<file path="src/rtl/hack_alu_reg.sv">
// Registered Hack ALU: six control bits select the function of x and y.
// The result and its zero/negative flags are captured one cycle after in_valid.
module hack_alu_reg #(
  parameter int WIDTH = 16
) (
  input  logic             clk,
  input  logic             rst_n,
  input  logic             in_valid,
  input  logic [WIDTH-1:0] x,
  input  logic [WIDTH-1:0] y,
  input  logic             zx,
  input  logic             nx,
  input  logic             zy,
  input  logic             ny,
  input  logic             f,
  input  logic             no,
  output logic [WIDTH-1:0] out,
  output logic             zr,
  output logic             ng,
  output logic             out_valid
);

  logic [WIDTH-1:0] x1, x2, y1, y2, r, o;

  always_comb begin
    x1 = zx ? '0 : x;
    x2 = nx ? ~x1 : x1;
    y1 = zy ? '0 : y;
    y2 = ny ? ~y1 : y1;
    r  = f ? (x2 + y2) : (x2 & y2);
    o  = no ? ~r : r;
  end

  logic [WIDTH-1:0] out_d, out_q;
  logic             zr_d, zr_q;
  logic             ng_d, ng_q;
  logic             out_valid_d, out_valid_q;

  // Hold path is selected purely by in_valid, so unknown controls on idle
  // cycles never reach the registers.
  always_comb begin
    out_d       = out_q;
    zr_d        = zr_q;
    ng_d        = ng_q;
    out_valid_d = 1'b0;
    if (in_valid) begin
      out_d       = o;
      zr_d        = (o == '0);
      ng_d        = o[WIDTH-1];
      out_valid_d = 1'b1;
    end
  end

  always_ff @(posedge clk) begin
    if (!rst_n) begin
      out_q       <= '0;
      zr_q        <= 1'b1;
      ng_q        <= 1'b0;
      out_valid_q <= 1'b0;
    end else begin
      out_q       <= out_d;
      zr_q        <= zr_d;
      ng_q        <= ng_d;
      out_valid_q <= out_valid_d;
    end
  end

  assign out       = out_q;
  assign zr        = zr_q;
  assign ng        = ng_q;
  assign out_valid = out_valid_q;

endmodule

</file>
<file path="config.mk">
export PLATFORM = sky130hd
export DESIGN_NAME = hack_alu_reg
export DESIGN_NICKNAME = d
export VERILOG_FILES = /design/src/rtl/hack_alu_reg.sv
export SDC_FILE = /design/constraint.sdc
export NUM_CORES = 1
export LEC_CHECK = 0
export ABC_AREA = 1
export BUFFER_PORTS_ARGS = -buffer_cell sky130_fd_sc_hd__buf_2
export CAP_MARGIN = 20
export CELL_PAD_IN_SITES_DETAIL_PLACEMENT = 0
export CELL_PAD_IN_SITES_GLOBAL_PLACEMENT = 1
export CORE_MARGIN = 10
export CORE_UTILIZATION = 40
export DETAILED_ROUTE_END_ITERATION = 10
export PLACE_DENSITY_LB_ADDON = 0.1
export SLEW_MARGIN = 20
export SYNTH_ARGS = -nofsm -noshare
export SYNTH_HDL_FRONTEND = slang
export SYNTH_SLANG_ARGS = --single-unit
</file>
<file path="constraint.sdc">
create_clock -name clk -period 7.8 [get_ports clk]
set_input_delay 0.39 -clock clk [delete_from_list [all_inputs] [get_ports clk]]
set_output_delay 0.39 -clock clk [all_outputs]
set_load 0.03 [all_outputs]
</file>
== Word-level counts from Yosys, hierarchy flattened ==
Cells that the tools add are included.
Operators by class
  add/subtract/negate cells: 1
  muxes and demuxes: 7
  bitwise operators: 4
  reduce and logical (&&, ||, !) cells: 1
Operator list (number)
  2-to-1 mux 16 bit: 6
  inverter 16 bit: 3
  adder 16 bit: 1
  AND 16 bit: 1
  zero test 16 bit: 1
  2-to-1 mux 1 bit: 1
Word-level totals
  flip-flop bits (word level): 19
  logic and storage cells: 17

== Longest topological paths before layout ==
Gate-level depths: netlist of the first run.
  word-level depth: 8
  depth in mapped cells: 22
  mapped depth without buffers: 21

== Worst setup path after synthesis of the first run ==
OpenSTA, ideal clock, no wires.
  path type: input port to flip-flop
  start point: input port nx
  end point: register zr_q, in the netlist zr
  arrival: 2.701 ns
  setup slack: 5.040 ns
  stages on the path: 17
  buffers on the path: 2
  cells stage by stage: clkbuf_1 > buf_2 > xnor2_1 > ha_1 > fa_1 > nand2_1 > o21ai_1 > nor2_1 > nor3b_2 > nand2_1 > nor2_1 > nand3_1 > nor2_2 > nand3_2 > nor2_2 > nand2_1 > nand2_1
On the way
  longest elaborated chain between the ends: 6
RTL lines
  start, declared: RTL line 12  | input logic nx,
  2-to-1 mux 16 bit *: RTL line 27  | x2 = nx ? ~x1 : x1;
  adder 16 bit / AND 16 bit (equally long branches): RTL line 30  | r = f ? (x2 + y2) : (x2 & y2);
  2-to-1 mux 16 bit *: RTL line 30
  inverter 16 bit: RTL line 31  | o = no ? ~r : r;
  2-to-1 mux 16 bit *: RTL line 31
  zero test 16 bit *: RTL line 48  | zr_d = (o == '0);
  end signal, assigned: RTL line 62  | zr_q <= zr_d;
  end, declared: RTL line 35  | logic zr_d, zr_q;
Mark *: on every way between the ends. The rest lies on a longest branch, timed or not.
A chain may end at the register's enable or synchronous reset.

== Final worst setup path of the first run ==
  start point: input port zy
  end point: register out_q[12], in the netlist out[12]
On the way
  longest elaborated chain between the ends: 7
RTL lines
  start, declared: RTL line 13  | input logic zy,
  2-to-1 mux 16 bit *: RTL line 28  | y1 = zy ? '0 : y;
  inverter 16 bit: RTL line 29  | y2 = ny ? ~y1 : y1;
  2-to-1 mux 16 bit *: RTL line 29
  adder 16 bit / AND 16 bit (equally long branches): RTL line 30
  2-to-1 mux 16 bit *: RTL line 30
  inverter 16 bit: RTL line 31
  2-to-1 mux 16 bit *: RTL line 31
  end signal, assigned: RTL line 61  | out_q <= out_d;
  end, declared: RTL line 34  | logic [WIDTH-1:0] out_d, out_q;
Marks and branches as above.

==> results of run 1 <==
-- state kept, by name (all words and copies together), names as in the netlist --
name and flops:
out_valid 1, zr 1, out 16
-- per-layer routing --
metal  track usage  share of wire  vias to the layer above
met3        0.0214          0.074                        9
met2         0.224           0.40                       88
met5             0              0                        -
li1              -              -                     1592
met4        0.0385          0.015                        0
met1         0.187           0.51                     1142
-- power groups by stage --
stage	registers (mW)	clock network, mW	logic [mW]
final	0.105	0.0629	0.299
after global routing	0.106	0.0672	0.346
after CTS	0.105	0.0642	0.301
after detailed placement	0.107	0	0.299
after global placement	0.107	0	0.298
after floorplan	0.125	0	0.220
-- cells in the final DEF, fill, tap and decap left out, types with 2 or more instances in the layout --
master / instances
nand2_1: 172
inv_1: 82
buf_2: 59
nand3_1: 53
xor2_1: 34
nor2_1: 28
dfxtp_1: 18
ha_1: 16
nand2_2: 9
o21ai_0: 8
o211ai_1: 8
a21oi_1: 7
nand3_2: 6
inv_2: 5
nor2_2: 4
nand4_1: 3
nand3b_1: 3
or2_2: 3
clkbuf_8: 3
a21oi_2: 2
a31oi_1: 2
o21ai_1: 2
and2_1: 2
-- through the flow --
step | instances | hold slack [ns] | cell area, µm² | total power [mW]
floorplan | 491 | 0.502 | 2750 | 0.345
detailed placement | 612 | 0.462 | 3050 | 0.407
global route | 615 | 0.494 | 3090 | 0.519
global placement | 612 | 0.455 | 3050 | 0.405
CTS | 615 | 0.479 | 3090 | 0.470
finish | 615 | 0.473 | 3090 | 0.467
-- final cells by class --
cell class / instances / share of cell area
Clock buffer: 3 / 0.0134
Inverter: 87 / 0.106
Multi-Input combinational cell: 368 / 0.637
Sequential cell: 18 / 0.117
Tap cell: 80 / 0.0324
Timing Repair Buffer: 59 / 0.0955
-- final timing paths --
| kind | startpoint | to | slack, ns | cells after the start |
|---|---|---|---|---|
| worst max-delay path | zy | out[12]$_SDFFE_PN0P_ | 5.03 | 21 |
| worst min-delay path | out[7]$_SDFFE_PN0P_ | out[7]$_SDFFE_PN0P_ | 0.47 | 2 |
| worst max register to register | out[1]$_SDFFE_PN0P_ | out[1]$_SDFFE_PN0P_ | 7.01 | 3 |
| worst min register to register | out[7]$_SDFFE_PN0P_ | out[7]$_SDFFE_PN0P_ | 0.47 | 2 |
-- worst min-delay path, stage by stage, from the launching register on --
cell and delay [ns]:
dfxtp_1 0.32, o211ai_1 0.08, inv_1 0.05
-- logic make-up after synthesis --
| logic type | share of synthesized area |
|---|---|
| adders and majority gates | 0.0802 |
| DFF | 0.131 |
| buffers and inverters | 0.152 |
| xor gates and xnor gates | 0.112 |
| AOI/OAI and AO/OA | 0.0661 |
| and+or+nand+nor | 0.459 |
==> results by group, run 1 <==
Placed design
  – PortBufs: 59
  – Post-place setup slack: 4.71 ns
  – HPWL Detailed: 6030 µm
  – RePlAce Congestion: 0.862

Synthesis
  – Asr flop ratio synth: 0
  – Top cells by area, synth: nand2_1 (24%), dfxtp_1 (13%), inv_1 (11%)
  – Mapped Nets: 549
  – Most frequent cells after synthesis: nand2_1 (172), inv_1 (82), nand3_1 (53)
  – Post-synth EDFFs: 0
  – Average footprint of a synthesized cell: 5.59 µm²
  – Ys flop type: dfxtp_1
  – Mapped cell area: 2750 µm²
  – Post-synth top area share: 0.235
  – Top cell type by total area after synthesis: nand2_1
  – Sequential area share after synthesis: 0.131
  – Yosys reg bits: 18
  – Post-Syn Instances: 491
  – Top-count cell post-synth: nand2_1
  – Ys Warns: 0
  – Library cells used by synthesis: 31

Drt
  – Vias per inst: 4.60
  – Mean routed wirelength per cell: 11.4 µm
  – 1st-iter DRT viols: 135
  – Drt pass-1 iters: 4
  – Drt drc: 0
  – Post-DRT Antenna Nets: 0
  – DR vias: 2,831
  – Final WL: 7030 µm

CTS
  – Clock Latency Late Sink: 0.25 ns
  – Hold buffer count at CTS: 0
  – Clock Sinks: 18
  – Cts bufs inserted: 3
  – Post-CTS sizing: 0
  – Post-CTS setup buffer count: 0
  – H-tree levels: 1
  – Clock tree buffer depth: 2
  – Root buffer cell: clkbuf_8
  – Clk slew on worst S/H paths: 0.06 ns
  – CTS tree: done

Critical path
  – CP top delay family: simple AND/OR/NAND/NOR gates
  – CP cell instances: buf_2, inv_1, nand2_1, xor2_1, inv_1, ha_1, fa_1, nand3_1, nand3_2, nand2_1, nand2_1, nand2_1, nand2_1, nand2_1, nand3_1, nand2_1, nand2_1, nand2_1, nand2_1, o211ai_1, inv_1
  – Crit path top cell by count: nand2_1
  – Delay of the slowest critical-path stage: 0.45 ns
  – Startpoint types: primary input
  – WP data required: 7.95 ns
  – Critical path class: in2reg
  – Slowest cell on the critical path: fa_1
  – Crit path buf inv count: 4
  – CP Capture Type: flip-flop
  – CP Data Arrival Time: 2.91 ns
  – Crit-path max FO: 16

Final layout
  – Share of cells above drive strength 1: 0.174
  – Nets: 595
  – Post-layout util: 0.460
  – P&R area growth vs syn: 12.6%
  – FILL cells: 732
  – Reg area: 360 µm²
  – Area of the multi-input gates: 1970 µm²
  – Ant diodes: 0

Floorplan
  – Die X: 103 µm
  – I/O Pins: 60
  – Core area: 6720 µm²
  – DIE AREA: 10,600 µm²
  – FP Rows: 30
  – Initial Utilization: 0.409
  – Die Y: 103 µm

Power and ir drop
  – Peak supply drop: 0.0000490 V
  – Internal power: 241 µW
  – Clock power share: 0.135
  – P_leak: 1.88 nW
  – Sw power: 226 µW
  – Net Sw Frac: 0.484
  – Combinational share of power: 0.640
  – Part of the power in registers: 0.225
  – Pwr dens: 151 nW/µm²

STA
  – Worst Max-Slew Pin Slew: 0.472 ns
  – Setup ws final: 5.03 ns
  – Setup TNS: 0 ns
  – Unrepaired setup endpoints after global routing: false
  – Final period util: 0.355
  – Period minus WS final: 2.77 ns
  – Hold Fails Final Rpt: 0
  – Slew headroom: 0.686
  – Clock skew: 0 ns
  – Pins Over Slew Limit: 0
  – Final setup fails: 0
  – Top achievable clock speed: 361 MHz

GRT
  – First-pass GRT wire length: 12,400 µm
  – Largest net degree at the start of global routing: 27
  – Number of global-route vias before repair: 2,739
  – GRT Total Usage: 0.139
  – Remaining global-route overflow: 0
  – Initial antenna violation count: 0

Flow run
  – Max-cap violations: 0

Worst hold path
  – Hold WC Path Type: reg2reg

Status
  – Run status: finished, final reports clean
No activity file was read; power rests on OpenSTA's default activity.
==> run 2, diff against run 1 <==
--- a/config.mk
+++ b/config.mk
@@ -11,7 +11,7 @@
 export CELL_PAD_IN_SITES_DETAIL_PLACEMENT = 0
 export CELL_PAD_IN_SITES_GLOBAL_PLACEMENT = 1
 export CORE_MARGIN = 10
-export CORE_UTILIZATION = 40
+export CORE_UTILIZATION = 34
 export DETAILED_ROUTE_END_ITERATION = 10
 export PLACE_DENSITY_LB_ADDON = 0.1
 export SLEW_MARGIN = 20
==> constraint.sdc (replaced) <==
create_clock -name clk -period 2.35 [get_ports clk]
set_input_delay 0.1175 -clock clk [delete_from_list [all_inputs] [get_ports clk]]
set_output_delay 0.1175 -clock clk [all_outputs]
set_load 0.03 [all_outputs]
==> run 2 against run 1 <==
Non-clock buffer count increased by 31. Register-to-register slack got worse by 5.5 ns. Sequential cell count unchanged. Largest cell class unchanged.
==> results by group, run 2 (synthesized netlist as in run 1, its figures left out) <==
CTS
  – Clk slew on worst S/H paths: 0.07 ns
  – Clock tree buffer depth: 2
  – H-tree levels: 1
  – CTS tree: done
  – Clock Latency Late Sink: 0.25 ns
  – Clock Sinks: 18
  – Cts bufs inserted: 3
  – Root buffer cell: clkbuf_8
  – Hold buffer count at CTS: 0

Placed design
  – PortBufs: 59
  – HPWL Detailed: 6570 µm
  – Placed cell area: 3320 µm²
  – RePlAce Congestion: 0.836
  – Post-place setup slack: -0.190 ns

STA
  – Worst Max-Slew Pin Slew: 0.291 ns
  – Final period util: 0.902
  – Setup ws final: 0.231 ns
  – Hold Fails Final Rpt: 0
  – Period minus WS final: 2.12 ns
  – Unrepaired setup endpoints after global routing: false
  – Top achievable clock speed: 472 MHz
  – Pins Over Slew Limit: 0
  – Final setup fails: 0
  – Clock skew: 0 ns
  – Slew headroom: 0.806

Power and ir drop
  – P_leak: 2.04 nW
  – Peak supply drop: 0.000163 V
  – Pwr dens: 509 nW/µm²
  – Internal power: 966 µW
  – Sw power: 806 µW
  – Part of the power in registers: 0.197
  – Net Sw Frac: 0.455
  – Combinational share of power: 0.666
  – Clock power share: 0.138

Critical path
  – Crit-path max FO: 12
  – Critical path class: in2reg
  – CP cell instances: buf_2, inv_2, buf_6, nand2_1, xor2_1, inv_1, ha_1, nand2_1, nor2_1, nor2_2, nor2_1, nor2_1, nand2_1, nand2_1, nand3_1, nand2_1, nand2_1, nand2_1, nor2_2, nand2_1, nand2_1
  – WP data required: 2.49 ns
  – CP Capture Type: flip-flop
  – Crit path buf inv count: 4
  – CP Data Arrival Time: 2.26 ns
  – CP top delay family: simple AND/OR/NAND/NOR gates
  – Slowest cell on the critical path: ha_1
  – Startpoint types: primary input
  – Delay of the slowest critical-path stage: 0.36 ns
  – Crit path top cell by count: nand2_1

Status
  – Run status: finished, final reports clean

GRT
  – Number of global-route vias before repair: 2,805
  – Initial antenna violation count: 0
  – Largest net degree at the start of global routing: 26
  – GRT Total Usage: 0.128
  – First-pass GRT wire length: 13,100 µm
  – Remaining global-route overflow: 0

Final layout
  – P&R area growth vs syn: 26.8%
  – Nets: 626
  – Share of cells above drive strength 1: 0.252
  – Post-Layout Inst Area: 3480 µm²
  – Max reg flops: 16
  – Reg area: 360 µm²
  – Most common cell after layout, fill and taps aside: nand2_1
  – Ant diodes: 0
  – Area of the multi-input gates: 2060 µm²
  – FILL cells: 870
  – Most frequent cells in the layout: nand2_1 (171), inv_1 (80), buf_2 (59)

Floorplan
  – Die Y: 110 µm
  – FP Rows: 32
  – DIE AREA: 12,100 µm²
  – I/O Pins: 60
  – Initial Utilization: 0.352
  – Die X: 110 µm
  – Core area: 7810 µm²

Drt
  – Vias per inst: 4.30
  – Drt pass-1 iters: 4
  – DR vias: 2,878
  – Mean routed wirelength per cell: 11.4 µm
  – Post-DRT Antenna Nets: 0
  – Drt drc: 0
  – Final WL: 7620 µm
  – 1st-iter DRT viols: 114

Flow run
  – Max-cap violations: 0

Worst hold path
  – Hold WC Path Type: in2reg
run 2: layer usage:
layer	part of all wire	wire length, µm	global-route usage	vias up
met4	0.0039	30	0.0242	0
met2	0.41	3160	0.202	53
met1	0.53	4010	0.180	1171
met5	0	0	0	-
li1	-	-	-	1652
met3	0.054	413	0.0170	2
run 2: final cells by class:
class                           count  share of cell area
Clock buffer                        4              0.0158
Inverter                           87              0.0938
Timing Repair Buffer               90               0.158
Sequential cell                    18               0.103
Tap cell                          102              0.0367
Multi-Input combinational cell    368               0.592
run 2: final timing paths:
check / startpoint / endpoint / slack [ns] / depth (start not counted)
worst max register to register: out[1]$_SDFFE_PN0P_ / out[1]$_SDFFE_PN0P_ / 1.55 / 3
worst min-delay path: rst_n / out_valid$_SDFF_PN0_ / 0.24 / 3
worst min register to register: zr$_SDFFE_PN1P_ / zr$_SDFFE_PN1P_ / 0.48 / 2
worst max-delay path: zx / zr$_SDFFE_PN1P_ / 0.23 / 21
run 2: through the flow:
step / instances / utilization / setup TNS, ns / hold slack [ns] / total power [mW]
floorplan: 491 / - / 0 / 0.229 / 1.15
global placement: 664 / 0.425 / -0.738 / 0.457 / 1.48
detailed placement: 664 / 0.425 / -0.954 / 0.468 / 1.48
CTS: 668 / 0.432 / 0 / 0.240 / 1.73
global route: 669 / 0.446 / 0 / 0.267 / 1.98
finish: 669 / 0.446 / 0 / 0.237 / 1.77
run 2: timing repair:
item,4_1_cts,5_1_grt
setup buffers,0,1
endpoints found under the setup margin,0,10
gates resized for setup,0,23
run 2: worst min-delay path: cells and delay by family:
family,cells,cell delay [ns]
buf+inv,2,0.22
simple gates,1,0.11
run 2: power by group through the flow:
stage	combinational (mW)	clock (mW)	sequential, mW
CTS	1.13	0.252	0.349
global placement	1.13	0	0.355
floorplan	0.732	0	0.414
finish	1.18	0.244	0.348
detailed placement	1.12	0	0.356
global route	1.36	0.268	0.352
==> run 3, diff against run 2 <==
--- a/config.mk
+++ b/config.mk
@@ -9,9 +9,9 @@
 export BUFFER_PORTS_ARGS = -buffer_cell sky130_fd_sc_hd__buf_2
 export CAP_MARGIN = 20
 export CELL_PAD_IN_SITES_DETAIL_PLACEMENT = 0
-export CELL_PAD_IN_SITES_GLOBAL_PLACEMENT = 1
+export CELL_PAD_IN_SITES_GLOBAL_PLACEMENT = 2
 export CORE_MARGIN = 10
-export CORE_UTILIZATION = 34
+export CORE_UTILIZATION = 25
 export DETAILED_ROUTE_END_ITERATION = 10
 export PLACE_DENSITY_LB_ADDON = 0.1
 export SLEW_MARGIN = 20
==> run 3 against run 2 <==
Maximum frequency is 4.6% lower. Utilization shrank 10 points. Non-clock buffer count grew 13. Clock power is essentially flat. Critical path type unchanged.
==> results by group, run 3 (synthesized netlist as in run 1, its figures left out) <==
Critical path
  – Startpoint types: primary input
  – WP data required: 2.54 ns
  – Crit-path max FO: 7
  – Critical path class: in2reg
  – CP Data Arrival Time: 2.41 ns
  – CP Capture Type: flip-flop

Power and ir drop
  – Tot Pwr: 1.84 mW
  – Peak supply drop: 0.000414 V
  – Pwr dens: 498 nW/µm²
  – Net Sw Frac: 0.451
  – Clock power share: 0.132
  – Internal power: 1.01 mW
  – Part of the power in registers: 0.190
  – P_leak: 2.11 nW
  – Combinational share of power: 0.678
  – Sw power: 829 µW

CTS
  – Clock Latency Late Sink: 0.24 ns
  – Clock Sinks: 18
  – Clk slew on worst S/H paths: 0.06 ns
  – Hold buffer count at CTS: 0
  – Clock tree buffer depth: 2
  – Cts bufs inserted: 3
  – CTS tree: done
  – Root buffer cell: clkbuf_8
  – H-tree levels: 1

STA
  – Unrepaired setup endpoints after global routing: true
  – Period minus WS final: 2.22 ns
  – Final setup fails: 0
  – Clock skew: 0 ns
  – Pins Over Slew Limit: 0
  – Worst Max-Slew Pin Slew: 0.338 ns
  – Slew headroom: 0.775
  – Hold Slack: 0.245 ns
  – Hold Fails Final Rpt: 0
  – Top achievable clock speed: 450 MHz
  – Final period util: 0.945

Drt
  – Post-DRT Antenna Nets: 0
  – Drt drc: 0
  – Vias per inst: 4.09
  – DR vias: 2,942
  – Final WL: 8560 µm
  – 1st-iter DRT viols: 128
  – Drt pass-1 iters: 4
  – Mean routed wirelength per cell: 11.9 µm

Placed design
  – RePlAce Congestion: 0.796
  – HPWL Detailed: 7540 µm
  – Placed cell area: 3490 µm²
  – PortBufs: 59
  – Cells after DPL: 715

GRT
  – Remaining global-route overflow: 0
  – Number of global-route vias before repair: 3,032
  – Largest net degree at the start of global routing: 26
  – First-pass GRT wire length: 14,600 µm
  – Initial antenna violation count: 0
  – GRT Total Usage: 0.106

Floorplan
  – I/O Pins: 60
  – Die Y: 125 µm
  – FP Rows: 38
  – Die X: 125 µm
  – Initial Utilization: 0.254
  – Core area: 10,800 µm²
  – DIE AREA: 15,600 µm²

Worst hold path
  – Hold WC Path Type: in2reg

Final layout
  – Most common cell after layout, fill and taps aside: nand2_1
  – Nets: 639
  – P&R area growth vs syn: 34.2%
  – Post-Layout Inst Area: 3690 µm²
  – Post-layout util: 0.342
  – Most frequent cells in the layout: nand2_1 (165), inv_1 (79), buf_2 (57)
  – Max reg flops: 16
  – Ant diodes: 0
  – Fin cells: 720
  – Share of cells above drive strength 1: 0.283

Status
  – Run status: finished, final reports clean

Flow run
  – Max-cap violations: 0
[run 3: routing by layer]
layer,global-route usage,share of wire
met1,0.146,0.53
met2,0.171,0.42
met3,0.0187,0.042
met4,0.0156,0.0034
met5,0,0
[run 3: metrics by stage]
step | TNS, ns | setup WS (ns)
6_report | 0 | 0.129
3_5_place_dp | -1.40 | -0.240
3_3_place_gp | -1.19 | -0.213
5_1_grt | -0.0858 | -0.0763
4_1_cts | 0 | 0.0150
2_1_floorplan | 0 | 0.0358
[run 3: power groups by stage]
stage	Combinational (mW)	Sequential, mW	Clock [mW]
final	1.25	0.350	0.242
after global routing	1.41	0.353	0.264
after CTS	1.19	0.350	0.257
after detailed placement	1.19	0.356	0
after global placement	1.19	0.355	0
after floorplan	0.732	0.414	0
[run 3: worst paths after layout]
path / startpoint / to / slack, ns / depth (start not counted)
max: zx / zr$_SDFFE_PN1P_ / 0.13 / 18
min: rst_n / out_valid$_SDFF_PN0_ / 0.25 / 3
max reg2reg: out[1]$_SDFFE_PN0P_ / out[1]$_SDFFE_PN0P_ / 1.54 / 3
min reg2reg: out[6]$_SDFFE_PN0P_ / out[6]$_SDFFE_PN0P_ / 0.48 / 2
[run 3: cell type report]
type / instances / area (µm²)
multi-input combinational: 368 / 2080
sequential: 18 / 360
fill: 1211 / 7110
tap: 140 / 175
clock buffer: 4 / 55.1
inverter: 87 / 335
timing repair buffer: 103 / 676
[run 3: timing repair]
action,in CTS,in global routing
resized for setup,0,33
buffers inserted,0,1
endpoints found under the setup margin,0,9
hold endpoints to repair,0,0
[run 3: critical path, cell delays in order]
cell and delay (ns):
buf_6 0.09, clkinvlp_4 0.14, nand2_2 0.07, xnor2_1 0.12
ha_2 0.20, fa_2 0.57, nand2_2 0.05, o21ai_2 0.07
nor2_2 0.06, nor3b_2 0.22, nand2_1 0.07, nor2_1 0.11
nand3_1 0.11, nor2_2 0.14, nand3_2 0.07, nor2_2 0.10
nand2_1 0.05, nand2_1 0.04
